===== src/rtl/cpu_pkg.sv =====
// Shared core constants: datapath width, bubble encoding, decode opcodes.
// Also the IF/ID occupancy enum and a saturating-increment helper.
package cpu_pkg;

  localparam int          XLEN      = 32;
  localparam logic [31:0] NOP_INST  = 32'h0000_0013;

  localparam logic [6:0]  OP_IMM    = 7'b001_0011;
  localparam logic [6:0]  OP_LOAD   = 7'b000_0011;
  localparam logic [6:0]  OP_STORE  = 7'b010_0011;
  localparam logic [6:0]  OP_BRANCH = 7'b110_0011;

  typedef enum logic {
    BUBBLE = 1'b0,
    LOADED = 1'b1
  } if_id_state_e;

  function automatic logic [31:0] sat_inc(
    input logic [31:0] v
  );
    return (&v) ? v : v + 32'd1;
  endfunction

endpackage


===== src/rtl/if_id_reg_if.sv =====
// IF/ID bundle: fetch + hazard controls in, registered PC/inst out.
// Counter outputs exist only when IF_ID_PERF_CNT_EN is defined.
interface if_id_reg_if;
  import cpu_pkg::*;

  logic            start_i;
  logic [XLEN-1:0] pc_i;
  logic [31:0]     inst_i;
  logic            stall_i;
  logic            flush_i;
  logic [XLEN-1:0] pc_o;
  logic [31:0]     inst_o;
  logic            valid_o;
`ifdef IF_ID_PERF_CNT_EN
  logic [31:0]     stall_cnt_o;
  logic [31:0]     flush_cnt_o;
`endif

  modport master (
    output start_i, pc_i, inst_i,
    output stall_i, flush_i,
`ifdef IF_ID_PERF_CNT_EN
    input  stall_cnt_o, flush_cnt_o,
`endif
    input  pc_o, inst_o, valid_o
  );

  modport slave (
    input  start_i, pc_i, inst_i,
    input  stall_i, flush_i,
`ifdef IF_ID_PERF_CNT_EN
    output stall_cnt_o, flush_cnt_o,
`endif
    output pc_o, inst_o, valid_o
  );

endinterface


===== src/rtl/if_id_reg_sat_counter.sv =====
// 32-bit event counter that sticks at all-ones instead of wrapping.
// Async active-high reset.
module sat_counter (
  input  logic        clk_i,
  input  logic        rst_i,
  input  logic        en_i,
  output logic [31:0] cnt_o
);
  import cpu_pkg::*;

  logic [31:0] cnt_q;

  // count enabled events, saturating
  always_ff @(posedge clk_i or posedge rst_i) begin
    if (rst_i)     cnt_q <= '0;
    else if (en_i) cnt_q <= sat_inc(cnt_q);
  end

  assign cnt_o = cnt_q;

endmodule


===== src/rtl/if_id_reg.sv =====
// IF/ID pipeline register with stall, flush and pre-start bubbles.
// Define IF_ID_PERF_CNT_EN to add stall/flush event counters.
module if_id_reg #(
  parameter int          XLEN     = cpu_pkg::XLEN,
  parameter logic [31:0] NOP_INST = cpu_pkg::NOP_INST
) (
  input logic         clk_i,
  input logic         rst_i,
  if_id_reg_if.slave  bus
);
  import cpu_pkg::*;

  if_id_state_e    state_q, state_d;
  logic [XLEN-1:0] pc_q, pc_d;
  logic [31:0]     inst_q, inst_d;

  logic do_bubble;
  logic do_stall;
  logic do_load;

  // mutually exclusive actions; flush beats stall
  assign do_bubble = ~bus.start_i | bus.flush_i;
  assign do_stall  = ~do_bubble & bus.stall_i;
  assign do_load   = ~do_bubble & ~bus.stall_i;

  // next contents from the active action
  always_comb begin
    state_d = state_q;
    pc_d    = pc_q;
    inst_d  = inst_q;
    unique case (1'b1)
      do_bubble: begin
        state_d = BUBBLE;
        pc_d    = '0;
        inst_d  = NOP_INST;
      end
      do_stall: begin
        state_d = state_q;
      end
      do_load: begin
        state_d = LOADED;
        pc_d    = bus.pc_i;
        inst_d  = bus.inst_i;
      end
      default: begin
        state_d = state_q;
      end
    endcase
  end

  // stage registers, reset to a bubble
  always_ff @(posedge clk_i or posedge rst_i) begin
    if (rst_i) begin
      state_q <= BUBBLE;
      pc_q    <= '0;
      inst_q  <= NOP_INST;
    end else begin
      state_q <= state_d;
      pc_q    <= pc_d;
      inst_q  <= inst_d;
    end
  end

  assign bus.pc_o    = pc_q;
  assign bus.inst_o  = inst_q;
  assign bus.valid_o = (state_q == LOADED);

`ifdef IF_ID_PERF_CNT_EN
  logic stall_ev;
  logic flush_ev;

  assign stall_ev = do_stall;
  assign flush_ev = bus.start_i & bus.flush_i;

  sat_counter u_stall_cnt (
    .clk_i (clk_i),
    .rst_i (rst_i),
    .en_i  (stall_ev),
    .cnt_o (bus.stall_cnt_o)
  );

  sat_counter u_flush_cnt (
    .clk_i (clk_i),
    .rst_i (rst_i),
    .en_i  (flush_ev),
    .cnt_o (bus.flush_cnt_o)
  );
`endif

endmodule


===== src/flat_wrapper.sv =====
// flat-port wrapper written by rule: the top's interface ports become plain ports
module if_id_reg_flat import cpu_pkg::*;
#(
  parameter int          XLEN     = cpu_pkg::XLEN,
  parameter logic [31:0] NOP_INST = cpu_pkg::NOP_INST
)
  (clk_i, rst_i, bus_start_i, bus_pc_i, bus_inst_i, bus_stall_i, bus_flush_i, bus_pc_o, bus_inst_o, bus_valid_o);
  if_id_reg_if bus_i ();
  input logic clk_i;
  input logic rst_i;
  input wire logic [$bits(bus_i.start_i)-1:0] bus_start_i;
  input wire logic [$bits(bus_i.pc_i)-1:0] bus_pc_i;
  input wire logic [$bits(bus_i.inst_i)-1:0] bus_inst_i;
  input wire logic [$bits(bus_i.stall_i)-1:0] bus_stall_i;
  input wire logic [$bits(bus_i.flush_i)-1:0] bus_flush_i;
  output wire logic [$bits(bus_i.pc_o)-1:0] bus_pc_o;
  output wire logic [$bits(bus_i.inst_o)-1:0] bus_inst_o;
  output wire logic [$bits(bus_i.valid_o)-1:0] bus_valid_o;
  assign bus_i.start_i = bus_start_i;
  assign bus_i.pc_i = bus_pc_i;
  assign bus_i.inst_i = bus_inst_i;
  assign bus_i.stall_i = bus_stall_i;
  assign bus_i.flush_i = bus_flush_i;
  assign bus_pc_o = bus_i.pc_o;
  assign bus_inst_o = bus_i.inst_o;
  assign bus_valid_o = bus_i.valid_o;
  if_id_reg #(.XLEN(XLEN), .NOP_INST(NOP_INST)) u_core (.clk_i(clk_i), .rst_i(rst_i), .bus(bus_i));
endmodule

===== config.mk =====
export PLATFORM = sky130hd
export DESIGN_NAME = if_id_reg_flat
export DESIGN_NICKNAME = d
export VERILOG_FILES = /design/src/rtl/cpu_pkg.sv /design/src/rtl/if_id_reg_if.sv /design/src/rtl/if_id_reg_sat_counter.sv /design/src/rtl/if_id_reg.sv /design/src/flat_wrapper.sv
export SDC_FILE = /design/constraint.sdc
export NUM_CORES = 1
export LEC_CHECK = 0
export CAP_MARGIN = 20
export CORE_ASPECT_RATIO = 0.8
export CORE_MARGIN = 2
export CORE_UTILIZATION = 32
export DETAILED_ROUTE_END_ITERATION = 16
export GPL_ROUTABILITY_DRIVEN = 0
export HOLD_SLACK_MARGIN = 0.1
export PLACE_DENSITY = 0.78
export SLEW_MARGIN = 20
export SYNTH_ARGS = -nofsm -noshare
export SYNTH_HDL_FRONTEND = slang
export SYNTH_SLANG_ARGS = --single-unit
export TNS_END_PERCENT = 30

===== constraint.sdc =====
create_clock -name clk_i -period 5.7 [get_ports clk_i]
set_input_delay 0.57 -clock clk_i [delete_from_list [all_inputs] [get_ports clk_i]]
set_output_delay 0.57 -clock clk_i [all_outputs]
set_load 0.01 [all_outputs]

=== Yosys cells after proc, flatten, opt, wreduce, memory -nomap -nowiden ===
Cells that the tools add are included.

* Word-level logic and storage cells: 12
* Memory bits (read-only): 0
* Bits in registers: 65
* Memory bits (writable): 0
* Bits in latches: 0
* Memories kept: 0
* Input bits: 69
* Output and inout bits: 65

* $add $sub $neg: 0
* Eq/ne operators: 0
* Multiplexer cells: 3
* Multiply operators: 0
* Bitwise gates (word level): 5
* Shift-type cells: 0
* Magnitude comparators: 0
* Div/mod/pow operators: 0
* Reductions and logical operators: 1

{| class="wikitable"
|+ Operators by type and width
! cell !! count
|-
| 32-bit one-hot mux with 2 select lines || 2
|-
| 1-bit inverter || 3
|-
| 1-bit one-hot mux with 2 select lines || 1
|-
| 2-bit nonzero test || 1
|-
| 1-bit bitwise AND || 1
|-
| 1-bit OR || 1
|}

=== Logic depth before layout (Yosys ltp) ===
Gate-level depths: netlist of run 1.

* Word-level depth: 5
* Depth in mapped cells: 5
* Mapped depth without buffers: 2

=== Worst setup path after synthesis of run 1 ===
OpenSTA, ideal clock, no wires.

* Path type: input to register
* From: input bus_stall_i
* To: register u_core.inst_q[10], in the netlist u_core.bus.inst_o[10]
* Setup time: 132 ps
* Data arrival time: 1149 ps
* Path slack: 4419 ps
* Path buffers: 3
* Stages on the path: 5
* Required time: 5568 ps
* Cells stage by stage: buf_6 buf_12 buf_12 mux2i_1 nor2_1

* Word-level cells in the longest chain between the ends: 3
* Elaborated cells between the ends (all ways): 4
* Classes of those cells: mux (1); bitwise (2); reduce/logical (1)

{| class="wikitable"
|+ Ends and longest elaborated chain
! item !! RTL line !! RTL
|-
| from (decl) || flat_wrapper.sv:14 || <nowiki>input wire logic [$bits(bus_i.stall_i)-1:0] bus_stall_i;</nowiki>
|-
| 1-bit inverter (*) || if_id_reg.sv:24 || <nowiki>assign do_load = ~do_bubble & ~bus.stall_i;</nowiki>
|-
| 1-bit bitwise AND (*) || if_id_reg.sv:24 ||
|-
| 32-bit one-hot mux with 2 select lines or 2-bit nonzero test (tied branches) || -- ||
|-
| to (signal assigned) || if_id_reg.sv:60 || <nowiki>inst_q <= inst_d;</nowiki>
|-
| to (decl) || if_id_reg.sv:15 || <nowiki>logic [31:0] inst_q, inst_d;</nowiki>
|}

Mark *: on every way between the ends. The rest lies on a longest branch, timed or not.
A chain may end at the register's enable or synchronous reset.

=== Worst setup path in the final report of run 1 ===
* From: register u_core.inst_q[4], in the netlist u_core.bus.inst_o[4]
* To: output bus_inst_o[4]

{| class="wikitable"
|+ RTL lines
! item !! RTL line !! RTL
|-
| to (decl) || flat_wrapper.sv:17 || <nowiki>output wire logic [$bits(bus_i.inst_o)-1:0] bus_inst_o;</nowiki>
|}

No word-level cell between the ends.

==> results of run 1 <==
[registers in the layout, indices dropped and copies added (netlist names)]
register and flops:
u_core.bus.inst_o 32, u_core.bus.pc_o 32, u_core.bus.valid_o 1
[cell type report]
type | instances | area share, %
Inverter | 2 | 0.1780
Multi-Input combinational cell | 130 | 21.42
Timing Repair Buffer | 134 | 31.69
Clock buffer | 11 | 3.591
Tap cell | 108 | 3.205
Clock inverter | 4 | 1.246
Sequential cell | 65 | 38.66
[per-layer routing]
metal	part of all wire, %	routed length (µm)	global-route usage [%]
met5	0	0	0
met4	0.67	40	2.834
met3	7.9	469	5.940
met2	45	2684	20.90
met1	46	2757	18.07
[kinds of logic after synthesis]
kind of cell	after synthesis	share of synthesized area, %
flops	65	60.30
simple gates	65	9.394
mux	61	22.58
buf+inv	17	6.571
compound gates	4	1.157
[cells in the final DEF (no fill, tap or decap)]
cell type,Yosys,layout
clkdlybuf4s50_1,0,132
dfrtp_1,62,62
mux2i_1,61,61
nor2_1,61,61
clkbuf_8,0,11
nor2b_1,3,3
a211o_1,3,3
clkinvlp_4,0,3
dfstp_2,3,3
buf_4,2,2
nand2b_4,0,1
inv_2,0,1
inv_1,2,1
a21oi_1,1,1
bufinv_16,0,1
[report_power, final]
group	internal [mW]	switching, mW
clock network	0.223	0.161
logic	0.0889	0.0574
registers	0.477	0.00839
[final timing paths]
kind | startpoint | endpoint
max | u_core.bus.inst_o[4] | bus_inst_o[4]
max in group asynchronous | rst_i | u_core.bus.pc_o[8]
max reg2reg | u_core.bus.inst_o[22] | u_core.bus.inst_o[22]
min in group asynchronous | rst_i | u_core.bus.pc_o[20]
min | u_core.bus.valid_o | u_core.bus.valid_o
min reg2reg | u_core.bus.valid_o | u_core.bus.valid_o
==> summary.md, run 1 <==
| Metric | Value |
|---|---|
| Asr flop ratio synth | `100.0%` |
| Antenna violations before repair | `0` |
| DRT Pass-1 Iters | `4` |
| Fin. Hold Viols | `0` |
| Power, Total | `1.016 mW` |
| Layout area overhead | `55.95%` |
| Max Clock Freq | `505.9 MHz` |
| First-pass GRT wire length | `9.804 mm` |
| Layout cell share with drive strength beyond 1 | `6.358%` |
| Critical Path RT | `5130 ps` |
| Crit path cell chain | `clkdlybuf4s50_1` |
| Yosys Warn Count | `0` |
| Clk_skew | `0 ps` |
| Run status | `completed` |
| Gr usage total | `13.61%` |
| Setup Crit Path Kind | `reg -> out` |
| Arrival @ worst endpoint | `1410 ps` |
| Post-CTS resize count | `0` |
| Total congestion overflow | `0` |
| Largest fanout on the critical path | `2` |
| Clock Sinks | `65` |
| Worst r2r path cells | `2` |
| Slowest stage cell, crit path | `clkdlybuf4s50_1` |
| Vias in the first global route | `1,994` |
| CP endpoint kind | `output port` |
| Maximum VDD drop | `0.1173 mV` |
| Hold depth | `2` |
| Dpl hpwl | `4.087 mm` |
| Starting Density | `33.57%` |
| Synthesized area | `2704 µm²` |
| ANT cells | `0` |
| Final Cycle Share | `34.68%` |
| Worst setup SP type | `flop` |
| Maximum clock path buffer count | `2` |
| Setup WS pre-CTS | `3732 ps` |
| Clock Pin Slew Worst Setup and Hold Paths | `60 ps` |
| Final Util | `52.35%` |
| Max H-tree Level | `3` |
| Final Slew Violations | `0` |
| Average size of a mapped cell | `12.75 µm²` |
| Worst path bufs/invs | `1` |
| Min-Delay Path Class | `reg -> reg` |
| Die width | `106.8 µm` |
| Count leader, synth | `dfrtp_1` |
| Sequential fraction of the synthesis area | `60.30%` |
| Row cnt | `29` |
| Final ANT Viol Nets | `0` |
| Main synth FF type | `dfrtp_1` |
| Register area | `1630 µm²` |
| Dominant cell type by area after synthesis | `dfrtp_1` |
| Synth Register Bits | `65` |
| # fillers | `743` |
| Post-CTS Setup Bufs | `0` |
| Max-cap viol count | `0` |
| EDFF count, synth | `0` |
| NumNets Final | `411` |
| # IOs | `134` |
| CP Depth | `1` |
| CTS tree | `yes` |
| Final WL | `5.952 mm` |
| DRC Markers | `0` |
| Total CTS buffers | `9` |
| Setup TNS | `0 ps` |
| Die Span Y | `86.22 µm` |
| Post-layout min period | `1977 ps` |
| RSZ-0062 raised after global routing | `false` |
| Post-Syn Instances | `212` |
| Skew-Pair Late Insertion Delay | `320 ps` |
| Commonest cells post-synth | `dfrtp_1 (62), mux2i_1 (61), nor2_1 (61)` |
| Via count | `1,952` |
| Worst path max stage delay | `550 ps` |
| Synth top area cells | `dfrtp_1 (57%), mux2i_1 (23%), nor2_1 (8.5%)` |
| Core area | `8055 µm²` |
| Via density | `4.300` |
| Port Buffers | `133` |
| First DRT Iteration DRCs | `45` |
| Worst relative slew slack | `29.03%` |
| Cell variety after synth | `14` |
| Least-Margin Pin Slew | `1065 ps` |
| Full die area | `9205 µm²` |
| CP delay by family, top | `buffers and inverters` |
| Top-area cell type share of the netlist area | `57.38%` |
| CTS root buffer | `clkbuf_8` |
| Largest net degree at the start of global routing | `69` |
| Final number of setup-violating endpoints | `0` |
| Drt wl/cell | `13.11 µm` |
| Fin area | `4217 µm²` |
| Non-filler instance count after layout | `454` |
| Worst hold slack | `517.2 ps` |
| Setup WS post-layout | `3723 ps` |
| Power Density | `240.9 nW/µm²` |
| # hold bufs at CTS | `0` |
| Mapped Nets | `281` |
| Post-placement cell area | `4013 µm²` |
| Lkg Pwr | `1.940 nW` |
| Reg2reg setup slack | `4940 ps` |
| Combined area of the multi-input logic cells | `903.4 µm²` |
| Inst Count DP | `439` |
(Power assumes the default switching activity.)
==> inputs of run 2 (changes only) <==
--- a/config.mk
+++ b/config.mk
@@ -12,7 +12,7 @@
 export DETAILED_ROUTE_END_ITERATION = 16
 export GPL_ROUTABILITY_DRIVEN = 0
 export HOLD_SLACK_MARGIN = 0.1
-export PLACE_DENSITY = 0.78
+export PLACE_DENSITY = 0.81
 export SLEW_MARGIN = 20
 export SYNTH_ARGS = -nofsm -noshare
 export SYNTH_HDL_FRONTEND = slang
==> constraint.sdc (replaced) <==
create_clock -name clk_i -period 1.8 [get_ports clk_i]
set_input_delay 0.18 -clock clk_i [delete_from_list [all_inputs] [get_ports clk_i]]
set_output_delay 0.18 -clock clk_i [all_outputs]
set_load 0.01 [all_outputs]
==> summary.md, run 2 (same netlist as run 1, synthesis figures left out) <==
| Metric | Value |
|---|---|
| Gr usage total | `13.84%` |
| Comb pwr share | `16.0%` |
| Max H-tree Level | `3` |
| Post-layout min period | `1577 ps` |
| Internal power | `2.303 mW` |
| Commonest non-fill, non-tap cell in the layout | `clkdlybuf4s50_1` |
| Skew-Pair Late Insertion Delay | `320 ps` |
| DRT Pass-1 Iters | `4` |
| Vias in the first global route | `2,084` |
| Core area | `8055 µm²` |
| Critical Path RT | `1620 ps` |
| Sequential power share | `51.1%` |
| Layout cell share with drive strength beyond 1 | `6.799%` |
| Setup Crit Path Kind | `reg -> out` |
| Final Cycle Share | `87.60%` |
| CTS root buffer | `clkbuf_8` |
| Dpl hpwl | `4.504 mm` |
| First DRT Iteration DRCs | `55` |
| Final number of setup-violating endpoints | `0` |
| Clk_skew | `0 ps` |
| Maximum clock path buffer count | `2` |
| Full die area | `9205 µm²` |
| Run status | `completed` |
| DRC Markers | `0` |
| Via density | `4.349` |
| Worst path max stage delay | `540 ps` |
| Crit path cell chain | `clkdlybuf4s50_1` |
| Most frequent cells in the layout | `clkdlybuf4s50_1 (132), dfrtp_1 (62), mux2i_1 (61), nor2_1 (61), clkbuf_8 (9)` |
| Fin area | `4247 µm²` |
| Clock Sinks | `65` |
| Final Slew Violations | `0` |
| Die Span Y | `86.22 µm` |
| Total congestion overflow | `0` |
| Worst path bufs/invs | `1` |
| Largest net degree at the start of global routing | `66` |
| # IOs | `134` |
| Post-CTS resize count | `0` |
| Clock power frac | `32.9%` |
| P_sw | `0.7034 mW` |
| First-pass GRT wire length | `9.991 mm` |
| Die width | `106.8 µm` |
| Min-Delay Path Class | `in -> async` |
| # hold bufs at CTS | `0` |
| Drt wl/cell | `13.38 µm` |
| Post-placement cell area | `4094 µm²` |
| Power, Total | `3.006 mW` |
| Final WL | `6.170 mm` |
| Starting Density | `33.57%` |
| Arrival @ worst endpoint | `1400 ps` |
| Setup TNS | `0 ps` |
| Lkg Pwr | `1.957 nW` |
| Antenna violations before repair | `0` |
| Post-CTS Setup Bufs | `0` |
| Maximum VDD drop | `0.3858 mV` |
| Worst relative slew slack | `67.61%` |
| # fillers | `718` |
| Via count | `2,005` |
| Slowest stage cell, crit path | `dfstp_2` |
| Switch share | `23.40%` |
| Max-cap viol count | `0` |
| Largest fanout on the critical path | `2` |
| CP delay by family, top | `flip-flops` |
| Worst setup SP type | `flop` |
| Setup WS post-layout | `223.3 ps` |
| Port Buffers | `133` |
| ANT cells | `0` |
| Final ANT Viol Nets | `0` |
| NumNets Final | `417` |
| Fin. Hold Viols | `0` |
| CP endpoint kind | `output port` |
| Row cnt | `29` |
| Max Clock Freq | `634.2 MHz` |
| Power Density | `708.0 nW/µm²` |
| Clock Pin Slew Worst Setup and Hold Paths | `60 ps` |
| Least-Margin Pin Slew | `485.9 ps` |
| Layout area overhead | `57.06%` |
| Setup WS pre-CTS | `240.3 ps` |
| Total CTS buffers | `9` |
| CTS tree | `yes` |
| RSZ-0062 raised after global routing | `false` |
==> run 2: cell types whose count changed in the layout (fill, tap and decap cells not counted), sizes merged <==
cell,previous run,this run
bufinv,1,0
clkbuf,11,14
clkinv,0,2
buf,2,8
clkinvlp,3,1
inv,2,1
==> run 2: power groups by stage <==
| stage | Clock [mW] | Sequential [mW] | Combinational [mW] |
|---|---|---|---|
| final | 0.988 | 1.54 | 0.482 |
| after global routing | 1.09 | 1.54 | 0.524 |
| after CTS | 1.03 | 1.54 | 0.492 |
| after detailed placement | 0 | 1.56 | 0.491 |
| after global placement | 0 | 1.56 | 0.481 |
| after floorplan | 0 | 1.58 | 0.204 |
==> run 2: layout make-up <==
type,instances,area [µm²],area share [%]
Clock buffer,14,142.6,3.359
Tap cell,108,135.1,3.182
Timing Repair Buffer,140,1419,33.41
Inverter,2,11.26,0.2652
Clock inverter,2,10.01,0.2357
Sequential cell,65,1630,38.39
Multi-Input combinational cell,130,898.4,21.16
==> run 2: per-stage QoR <==
stage | utilization (%) | instances | hold WS [ps]
2_1_floorplan | - | 212 | 316.6
3_3_place_gp | 50.82 | 445 | 505.6
3_5_place_dp | 50.82 | 445 | 517.5
4_1_cts | 52.72 | 461 | 297.2
5_1_grt | 52.72 | 461 | 310.0
6_report | 52.72 | 461 | 275.2
==> run 2: worst paths after layout <==
path,cells after the start,to,start,slack [ps]
max,1,bus_inst_o[1],u_core.bus.inst_o[1],220
min,3,u_core.bus.inst_o[18],rst_i,280
max reg2reg,2,u_core.bus.pc_o[6],u_core.bus.pc_o[6],1060
min reg2reg,2,u_core.bus.pc_o[12],u_core.bus.pc_o[12],520
max in group asynchronous,3,u_core.bus.inst_o[0],rst_i,1190
min in group clk_i,2,u_core.bus.valid_o,bus_stall_i,340
==> run 2: layer usage <==
| layer | GRT usage (%) | wire [µm] | vias up |
|---|---|---|---|
| met5 | 0 | 0 | - |
| met1 | 17.11 | 2711 | 956 |
| li1 | - | - | 964 |
| met4 | 2.952 | 45 | 0 |
| met3 | 5.489 | 488 | 5 |
| met2 | 23.16 | 2925 | 80 |
